<file path="src/rtl/lapido_muldiv.sv">
// lapido_muldiv: iterative multiply/divide responder for the lapido core.
//
// Accepts one request over a valid/ready channel, computes MUL/MULH (radix-2
// shift-add on magnitudes) or DIV/REM (restoring division on magnitudes) over
// WIDTH cycles, applies sign correction, then holds the result on a
// valid/ready response channel until it is taken.
//
// Ports:
//   clk, rst_n           clock, asynchronous active-low reset
//   req_valid/req_ready  request handshake; req_ready high only in IDLE
//   req_op               00 MUL, 01 MULH, 10 DIV, 11 REM
//   op1, op2             signed operands
//   resp_valid/ready     response handshake; resp_valid high only in DONE
//   resp_res             registered result
//   resp_flags           registered flags {NEGZERO, OVERFLOW, NEG, TRUE, ZERO}
//
// Build option: LAPIDO_MULDIV_DIV_EN
//   defined   - restoring divider and divide special cases are built.
//   undefined - no divider; DIV/REM return 0 with ZERO|NEGZERO|OVERFLOW
//               after one cycle.
//
// WIDTH must be even and at least 4.

module lapido_muldiv #(
    parameter int unsigned WIDTH = 32
) (
    input  logic             clk,
    input  logic             rst_n,
    input  logic             req_valid,
    output logic             req_ready,
    input  logic [1:0]       req_op,
    input  logic [WIDTH-1:0] op1,
    input  logic [WIDTH-1:0] op2,
    output logic             resp_valid,
    input  logic             resp_ready,
    output logic [WIDTH-1:0] resp_res,
    output logic [4:0]       resp_flags
);

    localparam int unsigned CW          = $clog2(WIDTH);
    localparam int unsigned FL_ZERO     = 0;
    localparam int unsigned FL_TRUE     = 1;
    localparam int unsigned FL_NEG      = 2;
    localparam int unsigned FL_OVERFLOW = 3;
    localparam int unsigned FL_NEGZERO  = 4;

    typedef enum logic [1:0] {
        S_IDLE = 2'd0,
        S_ITER = 2'd1,
        S_FIX  = 2'd2,
        S_DONE = 2'd3
    } state_t;

    state_t             state_q,   state_d;
    logic [CW-1:0]      cnt_q,     cnt_d;
    logic [1:0]         op_q,      op_d;
    logic               sign1_q,   sign1_d;
    logic               sign2_q,   sign2_d;
    logic               special_q, special_d;
    // Multiplicand magnitude for MUL/MULH, divisor magnitude for DIV/REM.
    logic [WIDTH-1:0]   opnd_q,    opnd_d;
    // MUL: {partial product, remaining multiplier bits}.
    // DIV: {partial remainder, remaining dividend bits / quotient bits}.
    logic [2*WIDTH-1:0] acc_q,     acc_d;
    logic [WIDTH-1:0]   res_q,     res_d;
    logic [4:0]         flags_q,   flags_d;

    logic [WIDTH-1:0]   mag1, mag2;
    logic [WIDTH:0]     mul_sum;
    logic [2*WIDTH-1:0] prod;
    logic [WIDTH-1:0]   res_fix;
    logic               ovf_fix;
    logic               zero_fix;
`ifdef LAPIDO_MULDIV_DIV_EN
    logic [WIDTH:0]     div_shift;
    logic [WIDTH:0]     div_trial;
    logic [WIDTH-1:0]   quot;
    logic [WIDTH-1:0]   rem;
    logic [WIDTH-1:0]   min_val;
`endif

    assign req_ready  = (state_q == S_IDLE);
    assign resp_valid = (state_q == S_DONE);
    assign resp_res   = res_q;
    assign resp_flags = flags_q;

    always_comb begin
        mag1    = op1[WIDTH-1] ? -op1 : op1;
        mag2    = op2[WIDTH-1] ? -op2 : op2;

        mul_sum = {1'b0, acc_q[2*WIDTH-1:WIDTH]}
                + (acc_q[0] ? {1'b0, opnd_q} : {(WIDTH+1){1'b0}});
        prod    = (sign1_q ^ sign2_q) ? -acc_q : acc_q;

`ifdef LAPIDO_MULDIV_DIV_EN
        min_val   = {1'b1, {(WIDTH-1){1'b0}}};
        // Shift the next dividend bit into the remainder and trial-subtract.
        div_shift = {acc_q[2*WIDTH-1:WIDTH], acc_q[WIDTH-1]};
        div_trial = div_shift - {1'b0, opnd_q};
        quot      = (sign1_q ^ sign2_q) ? -acc_q[WIDTH-1:0] : acc_q[WIDTH-1:0];
        rem       = sign1_q ? -acc_q[2*WIDTH-1:WIDTH] : acc_q[2*WIDTH-1:WIDTH];
`endif

        // Result selection; special cases carry their result in acc low half.
        res_fix = '0;
        ovf_fix = 1'b0;
        if (special_q) begin
            res_fix = acc_q[WIDTH-1:0];
            ovf_fix = 1'b1;
        end else begin
            case (op_q)
                2'b00: begin
                    res_fix = prod[WIDTH-1:0];
                    ovf_fix = (prod[2*WIDTH-1:WIDTH] != {WIDTH{prod[WIDTH-1]}});
                end
                2'b01: res_fix = prod[2*WIDTH-1:WIDTH];
`ifdef LAPIDO_MULDIV_DIV_EN
                2'b10: res_fix = quot;
                2'b11: res_fix = rem;
`endif
                default: res_fix = '0;
            endcase
        end
        zero_fix = (res_fix == '0);
    end

    always_comb begin
        state_d   = state_q;
        cnt_d     = cnt_q;
        op_d      = op_q;
        sign1_d   = sign1_q;
        sign2_d   = sign2_q;
        special_d = special_q;
        opnd_d    = opnd_q;
        acc_d     = acc_q;
        res_d     = res_q;
        flags_d   = flags_q;

        case (state_q)
            S_IDLE: begin
                if (req_valid) begin
                    op_d      = req_op;
                    sign1_d   = op1[WIDTH-1];
                    sign2_d   = op2[WIDTH-1];
                    special_d = 1'b0;
                    cnt_d     = '0;
                    state_d   = S_ITER;
                    if (req_op[1]) begin
`ifdef LAPIDO_MULDIV_DIV_EN
                        opnd_d = mag2;
                        acc_d  = {{WIDTH{1'b0}}, mag1};
                        if (op2 == '0) begin
                            special_d = 1'b1;
                            acc_d     = {{WIDTH{1'b0}}, (req_op[0] ? op1 : {WIDTH{1'b1}})};
                            state_d   = S_FIX;
                        end else if ((op1 == min_val) && (op2 == '1)) begin
                            special_d = 1'b1;
                            acc_d     = {{WIDTH{1'b0}}, (req_op[0] ? {WIDTH{1'b0}} : min_val)};
                            state_d   = S_FIX;
                        end
`else
                        special_d = 1'b1;
                        acc_d     = '0;
                        state_d   = S_FIX;
`endif
                    end else begin
                        opnd_d = mag1;
                        acc_d  = {{WIDTH{1'b0}}, mag2};
                    end
                end
            end

            S_ITER: begin
                cnt_d = cnt_q + CW'(1);
`ifdef LAPIDO_MULDIV_DIV_EN
                if (op_q[1]) begin
                    if (!div_trial[WIDTH]) begin
                        acc_d = {div_trial[WIDTH-1:0], acc_q[WIDTH-2:0], 1'b1};
                    end else begin
                        acc_d = {div_shift[WIDTH-1:0], acc_q[WIDTH-2:0], 1'b0};
                    end
                end else begin
                    acc_d = {mul_sum, acc_q[WIDTH-1:1]};
                end
`else
                acc_d = {mul_sum, acc_q[WIDTH-1:1]};
`endif
                if (cnt_q == CW'(WIDTH-1)) begin
                    state_d = S_FIX;
                end
            end

            S_FIX: begin
                res_d                = res_fix;
                flags_d              = '0;
                flags_d[FL_ZERO]     = zero_fix;
                flags_d[FL_TRUE]     = ~zero_fix;
                flags_d[FL_NEG]      = res_fix[WIDTH-1];
                flags_d[FL_OVERFLOW] = ovf_fix;
                flags_d[FL_NEGZERO]  = res_fix[WIDTH-1] | zero_fix;
                state_d              = S_DONE;
            end

            S_DONE: begin
                if (resp_ready) begin
                    state_d = S_IDLE;
                end
            end

            default: state_d = S_IDLE;
        endcase
    end

    always_ff @(posedge clk or negedge rst_n) begin
        if (!rst_n) begin
            state_q   <= S_IDLE;
            cnt_q     <= '0;
            op_q      <= '0;
            sign1_q   <= 1'b0;
            sign2_q   <= 1'b0;
            special_q <= 1'b0;
            opnd_q    <= '0;
            acc_q     <= '0;
            res_q     <= '0;
            flags_q   <= '0;
        end else begin
            state_q   <= state_d;
            cnt_q     <= cnt_d;
            op_q      <= op_d;
            sign1_q   <= sign1_d;
            sign2_q   <= sign2_d;
            special_q <= special_d;
            opnd_q    <= opnd_d;
            acc_q     <= acc_d;
            res_q     <= res_d;
            flags_q   <= flags_d;
        end
    end

endmodule
</file>
<file path="config.mk">
export PLATFORM = sky130hd
export DESIGN_NAME = lapido_muldiv
export DESIGN_NICKNAME = d
export VERILOG_FILES = /design/src/rtl/lapido_muldiv.sv
export SDC_FILE = /design/constraint.sdc
export NUM_CORES = 1
export LEC_CHECK = 0
export BUFFER_PORTS_ARGS = -buffer_cell sky130_fd_sc_hd__buf_2
export CAP_MARGIN = 30
export CELL_PAD_IN_SITES_DETAIL_PLACEMENT = 0
export CELL_PAD_IN_SITES_GLOBAL_PLACEMENT = 1
export CORE_ASPECT_RATIO = 1.4
export CORE_MARGIN = 8
export CORE_UTILIZATION = 45
export DETAILED_ROUTE_END_ITERATION = 12
export GPL_TIMING_DRIVEN = 0
export PLACE_DENSITY = 0.8
export SLEW_MARGIN = 20
export SYNTH_ARGS = -nofsm -noshare
export SYNTH_HDL_FRONTEND = slang
export SYNTH_SLANG_ARGS = --single-unit
</file>
<file path="constraint.sdc">
create_clock -name clk -period 7.3 [get_ports clk]
set_input_delay 1.46 -clock clk [delete_from_list [all_inputs] [get_ports clk]]
set_output_delay 1.46 -clock clk [all_outputs]
set_load 0.01 [all_outputs]
</file>
# After elaboration in Yosys (flattened, before gate mapping)
# Index checks and enable logic that the tools add are counted.
# word_totals
latch_bits,0
mem_bits_rw,0
register_bits,145
n_memories,0
mem_bits_ro,0
# op_classes
mux,19
n_shift,0
addsub,5
n_mul,0
order_cmp,0
n_div,0
eq_ne,9
n_bitwise,4
n_reduce_logical,8
# ops
op,count
$mux 32,5
$mux 64,2
$pmux 64 s2,1
$neg 32->32,2
$neg 64->64,1
$pmux 32 s2,1
$add 32x32->33,1
$logic_not 32->1,1
$ne 32x32->1,1
$pmux 5 s2,1
$mux 2,4
$pmux 2 s4,1
$reduce_and 3->1,2
$add 5x1->5 const B,1
$eq 5x5->1 const B,1
$mux 5,1
$eq 2x1->1 const B,2
$eq 2x2->1 const B,2
$logic_not 2->1,2
$ne 2x2->1 const B,2
$reduce_and 2->1,2
$mux 1,3
$ne 2x1->1 const B,1
$not 1->1,2
other kinds (3),3

# Logic depth before layout (Yosys ltp)
# logic_depth
word_depth,6
mapped_depth,13
depth_no_buf,12

# Worst setup path after synthesis
# No wires, ideal clock.
# synth_path
path_kind,input to register
start,in op1[4]
end,reg opnd_q[26]
setup_slack_ns,3.314
setup_time_ns,0.130
cell_stages,9
required_ns,7.170
arrival_ns,3.856
path_buffers,0
path_cell_list,or4_1 > nor3_1 > nand2_1 > or4_1 > nand2b_1 > or3_1 > o41ai_1 > xor2_1 > o21ai_1
# synth_between
elab_chain_cells,2
# synth_lines
element,line_no,text
start: declaration,32,"input logic [WIDTH-1:0] op1,"
$neg 32->32,88,mag1 = op1[WIDTH-1] ? -op1 : op1;
$mux 32,88,
end signal: assignment,233,opnd_q <= opnd_d;
end: declaration,61,"logic [WIDTH-1:0] opnd_q, opnd_d;"
# No other way between the ends.
# A chain may end at the register's enable or synchronous reset.

# Worst setup path in the final report
# layout_path
start,reg acc_q[0]
end,"reg flags_q[1], in the netlist resp_flags[1]"
# layout_between
elab_chain_cells,6
# layout_lines
element,line_no,text
start: declaration,64,"logic [2*WIDTH-1:0] acc_q, acc_d;"
start signal: assignment,223,acc_q <= '0;
start signal: assignment,234,acc_q <= acc_d;
$neg 64->64,93,prod = (sign1_q ^ sign2_q) ? -acc_q : acc_q;
$mux 64,93,
$pmux 32 s2,111,case (op_q)
$mux 32 (*),107,if (special_q) begin
$logic_not 32->1 (*),124,zero_fix = (res_fix == '0);
$not 1->1 (*),197,flags_d[FL_TRUE] = ~zero_fix;
end signal: assignment,236,flags_q <= flags_d;
end: declaration,66,"logic [4:0] flags_q, flags_d;"
# Mark *: on every way between the ends. The rest lies on a longest branch, timed or not.

==> impl_metrics.yaml <==
cts:
  cts-root-buf: "clkbuf_16"
  cts_resized: 0
  cts.sinks: 143
  clock_latency_ps: 440
  htreeDepth: 4
  postCtsSetupRepairBufs: 0
  cts_tree: "built"
  cts_buffer_depth: 2
  hold_buffers: 0
  cts_buffers: 17
  clk_pin_slew_ps: 70
min_path:
  hold_path_class: "reg -> reg"
synthesis:
  yosys.area.top_type: "dfrtp_1"
  synth_area_sq_mm: 0.01122
  synthFlopType: "dfrtp_1"
  avgSynthCellArea_sq_um: 8.384
  synth_nets: 1450
  netlist_top_cells_area: "dfrtp_1 (32%), xor2_1 (6.9%), o21ai_0 (6.6%)"
  synth_edf_count: 0
  seq_area_frac_synth_pct: 31.90
  yosysWarnings: 0
  synthCells: 1338
  ys_ff_latch: 143
  async_flop_share_pct: 100.0
  yosys.area.top_type_share_pct: 31.90
  synth.distinct_cells: 78
final_layout:
  drive_gt1_share_pct: 12.31
  layoutNonFillerInstCount: 1794
  area_growth_pct: 14.15
  final_area_sq_mm: 0.01281
  fin_nets: 1578
  diodes: 0
  utilization_pct: 52.08
setup_path:
  arrival_ps: 5130
  critPathRequiredTime_ps: 7630
  critPathMaxFanout: 10
  worstSetupEndpointType: "flip-flop"
  worstSetupPathType: "reg -> reg"
  cp-start-kind: "flip-flop"
power:
  max-vdd-ir-drop_mv: 0.2812
  p_switching_uw: 3214
  p_sw_share_pct: 52.09
  p_comb_share_pct: 63.3
  p_seq_share_pct: 21.8
  internal_power_uw: 2956
  powerDensity_mw_per_mm2: 481.8
  pwr-share-clk_pct: 14.9
  leakage_uw: 0.005540
placed_design:
  placedInstanceArea_sq_mm: 0.01219
  dp_cells: 1762
  dp_slack_ps: 2584
  portBuffers: 108
  place.gp.congestion: 0.9951
  dp_hpwl_um: 29380
sta:
  max_freq_ghz: 0.2086
  tightest_slew_ps: 818.0
  slew_violations: 0
  rsz0062_at_grt: "no"
  clock_skew_ps: 10.98
  hold_viol: 0
  slew_headroom_pct: 44.96
  period_share_pct: 65.65
  setup_ws_ps: 2507
  setup_viol: 0
  fin_crit_ps: 4793
  setup_tns_ps: 0
grt:
  grt_usage_pct: 24.52
  grt_pass1_wl_um: 58170
  grtUsageMet3_pct: 3.075
  grt_max_degree: 94
  grt_overflow: 0
  use_met1_pct: 26.86
  busiest_layer: "met2"
  grt_pass1_vias: 10712
  use_met2_pct: 45.03
  antenna_found_initial: 0
floorplan:
  die_area_sq_mm: 0.03031
  io_pins: 109
  die_h_um: 202.8
  die_w_um: 149.4
  rows: 68
  core_sq_mm: 0.02459
  initial_core_util_pct: 45.62
route:
  final_antenna_net_count: 0
  routed_wirelength_um: 36790
  vias_per_cell: 6.002
  via_count: 10768
  drtIter0Drc: 736
  avgRoutedWirePerCell_um: 20.51
  drc_errors: 0
  drt_first_pass_iters: 5
status:
  outcome: "completed"
job:
  max-cap-violations: 0
==> cell usage in the layout (no fill, tap or decap), types with 23 or more instances in the layout <==
cell type	count
o21ai_0	149
dfrtp_1	143
nand2_1	133
buf_2	110
xor2_1	88
clkbuf_1	74
nor2_1	62
xnor2_1	55
a21oi_1	48
inv_1	47
nor3_1	45
ha_1	41
and2_1	40
a22oi_1	29
nor4_1	27
o31ai_1	27
or4_1	23
==> stage by stage <==
| step | hold slack (ps) | power (uW) |
|---|---|---|
| finish | 470.9 | 6170 |
| global placement | 456.7 | 5173 |
| global route | 482.6 | 6579 |
| CTS | 476.1 | 6136 |
| detailed placement | 463.0 | 5198 |
| floorplan | 434.9 | 3905 |
==> area by class of cell <==
cell class,instances,area (sq um)
inverter,48,180.2
clock buffer,20,456.7
tap,315,394.1
sequential,143,3578
multi-input combinational,1065,7144
buffer,82,315.3
timing repair buffer,109,578.1
fill,2450,11780
clock inverter,12,158.9
==> path summary, 6_finish.rpt <==
check | slack (ps) | endpoint | from | depth (start not counted)
setup / recovery | 2510 | resp_flags[1]$_DFFE_PN0P_ | acc_q[0]$_DFFE_PN0P_ | 13
hold / removal | 470 | opnd_q[2]$_DFFE_PN0P_ | opnd_q[2]$_DFFE_PN0P_ | 2
setup reg to reg | 2510 | resp_flags[1]$_DFFE_PN0P_ | acc_q[0]$_DFFE_PN0P_ | 13
hold reg to reg | 470 | opnd_q[2]$_DFFE_PN0P_ | opnd_q[2]$_DFFE_PN0P_ | 2
max in group asynchronous | 5590 | opnd_q[3]$_DFFE_PN0P_ | rst_n | 2
min in group asynchronous | 910 | acc_q[14]$_DFFE_PN0P_ | rst_n | 1
==> cells in the mapped netlist (5+ instances only) <==
| library cell | count |
|---|---|
| ha_1 | 41 |
| and3_1 | 11 |
| mux2i_1 | 9 |
| xnor2_1 | 55 |
| o21bai_1 | 13 |
| a22oi_1 | 29 |
| o21ai_0 | 149 |
| a21o_1 | 13 |
| or3_1 | 19 |
| clkbuf_1 | 73 |
| nand2b_1 | 12 |
| a31oi_1 | 18 |
| o21ai_1 | 6 |
| nor3_1 | 45 |
| a211oi_1 | 7 |
| a41oi_1 | 8 |
| xor2_1 | 88 |
| nor2b_1 | 5 |
| and2_1 | 40 |
| mux2_2 | 18 |
| a21oi_1 | 48 |
| dfrtp_1 | 143 |
| nor4_1 | 27 |
| nand3_1 | 19 |
| o41ai_1 | 14 |
| o31ai_1 | 27 |
| inv_1 | 47 |
| o21a_1 | 5 |
| a22o_1 | 6 |
| buf_1 | 5 |
| nor2_1 | 62 |
| o211ai_1 | 13 |
| nand4_1 | 16 |
| or4_1 | 23 |
| nand2_1 | 133 |
==> flip-flops by register name (all words and copies together), names as in the netlist <==
name        flops
state_q         2
opnd_q         32
resp_flags      5
resp_res       31
cnt_q           5
sign2_q         1
acc_q          64
sign1_q         1
op_q            2
==> power groups by stage <==
stage | clock network (uW) | logic [uW] | registers (uW)
after floorplan | 0 | 2590 | 1320
after global placement | 0 | 3830 | 1350
after detailed placement | 0 | 3840 | 1350
after CTS | 931 | 3860 | 1340
after global routing | 967 | 4230 | 1380
final | 921 | 3900 | 1340
==> metal layers <==
layer,part of all wire (%),vias to the layer above,routed length [um]
li1,-,5199,-
met1,38,5173,14140
met2,53,315,19500
met3,3.8,81,1392
met4,4.8,0,1753
met5,0,-,0
==> cell families (layout without fill, tap and decap cells) <==
kind of cell / after synthesis / in the layout / synth area share (%)
AND/OR/NAND/NOR: 445 / 445 / 21.21
buffers and inverters: 130 / 271 / 4.417
AO/OA/AOI/OAI: 406 / 406 / 23.66
multiplexers: 27 / 27 / 2.610
flip-flops: 143 / 143 / 31.90
adder cells (fa/ha/maj): 42 / 42 / 4.751
XOR/XNOR: 145 / 145 / 11.45
==> worst max-delay path, stage by stage (launching register included) <==
cell,delay (ps)
dfrtp_1,400
clkbuf_1,380
clkbuf_1,340
inv_1,110
ha_1,230
nor4b_1,440
nand2_1,290
nor4_4,730
a41oi_1,240
xor2_1,260
nor4_1,500
o221ai_1,180
or4_4,470
o21a_1,120
(Power assumes the default switching activity.)
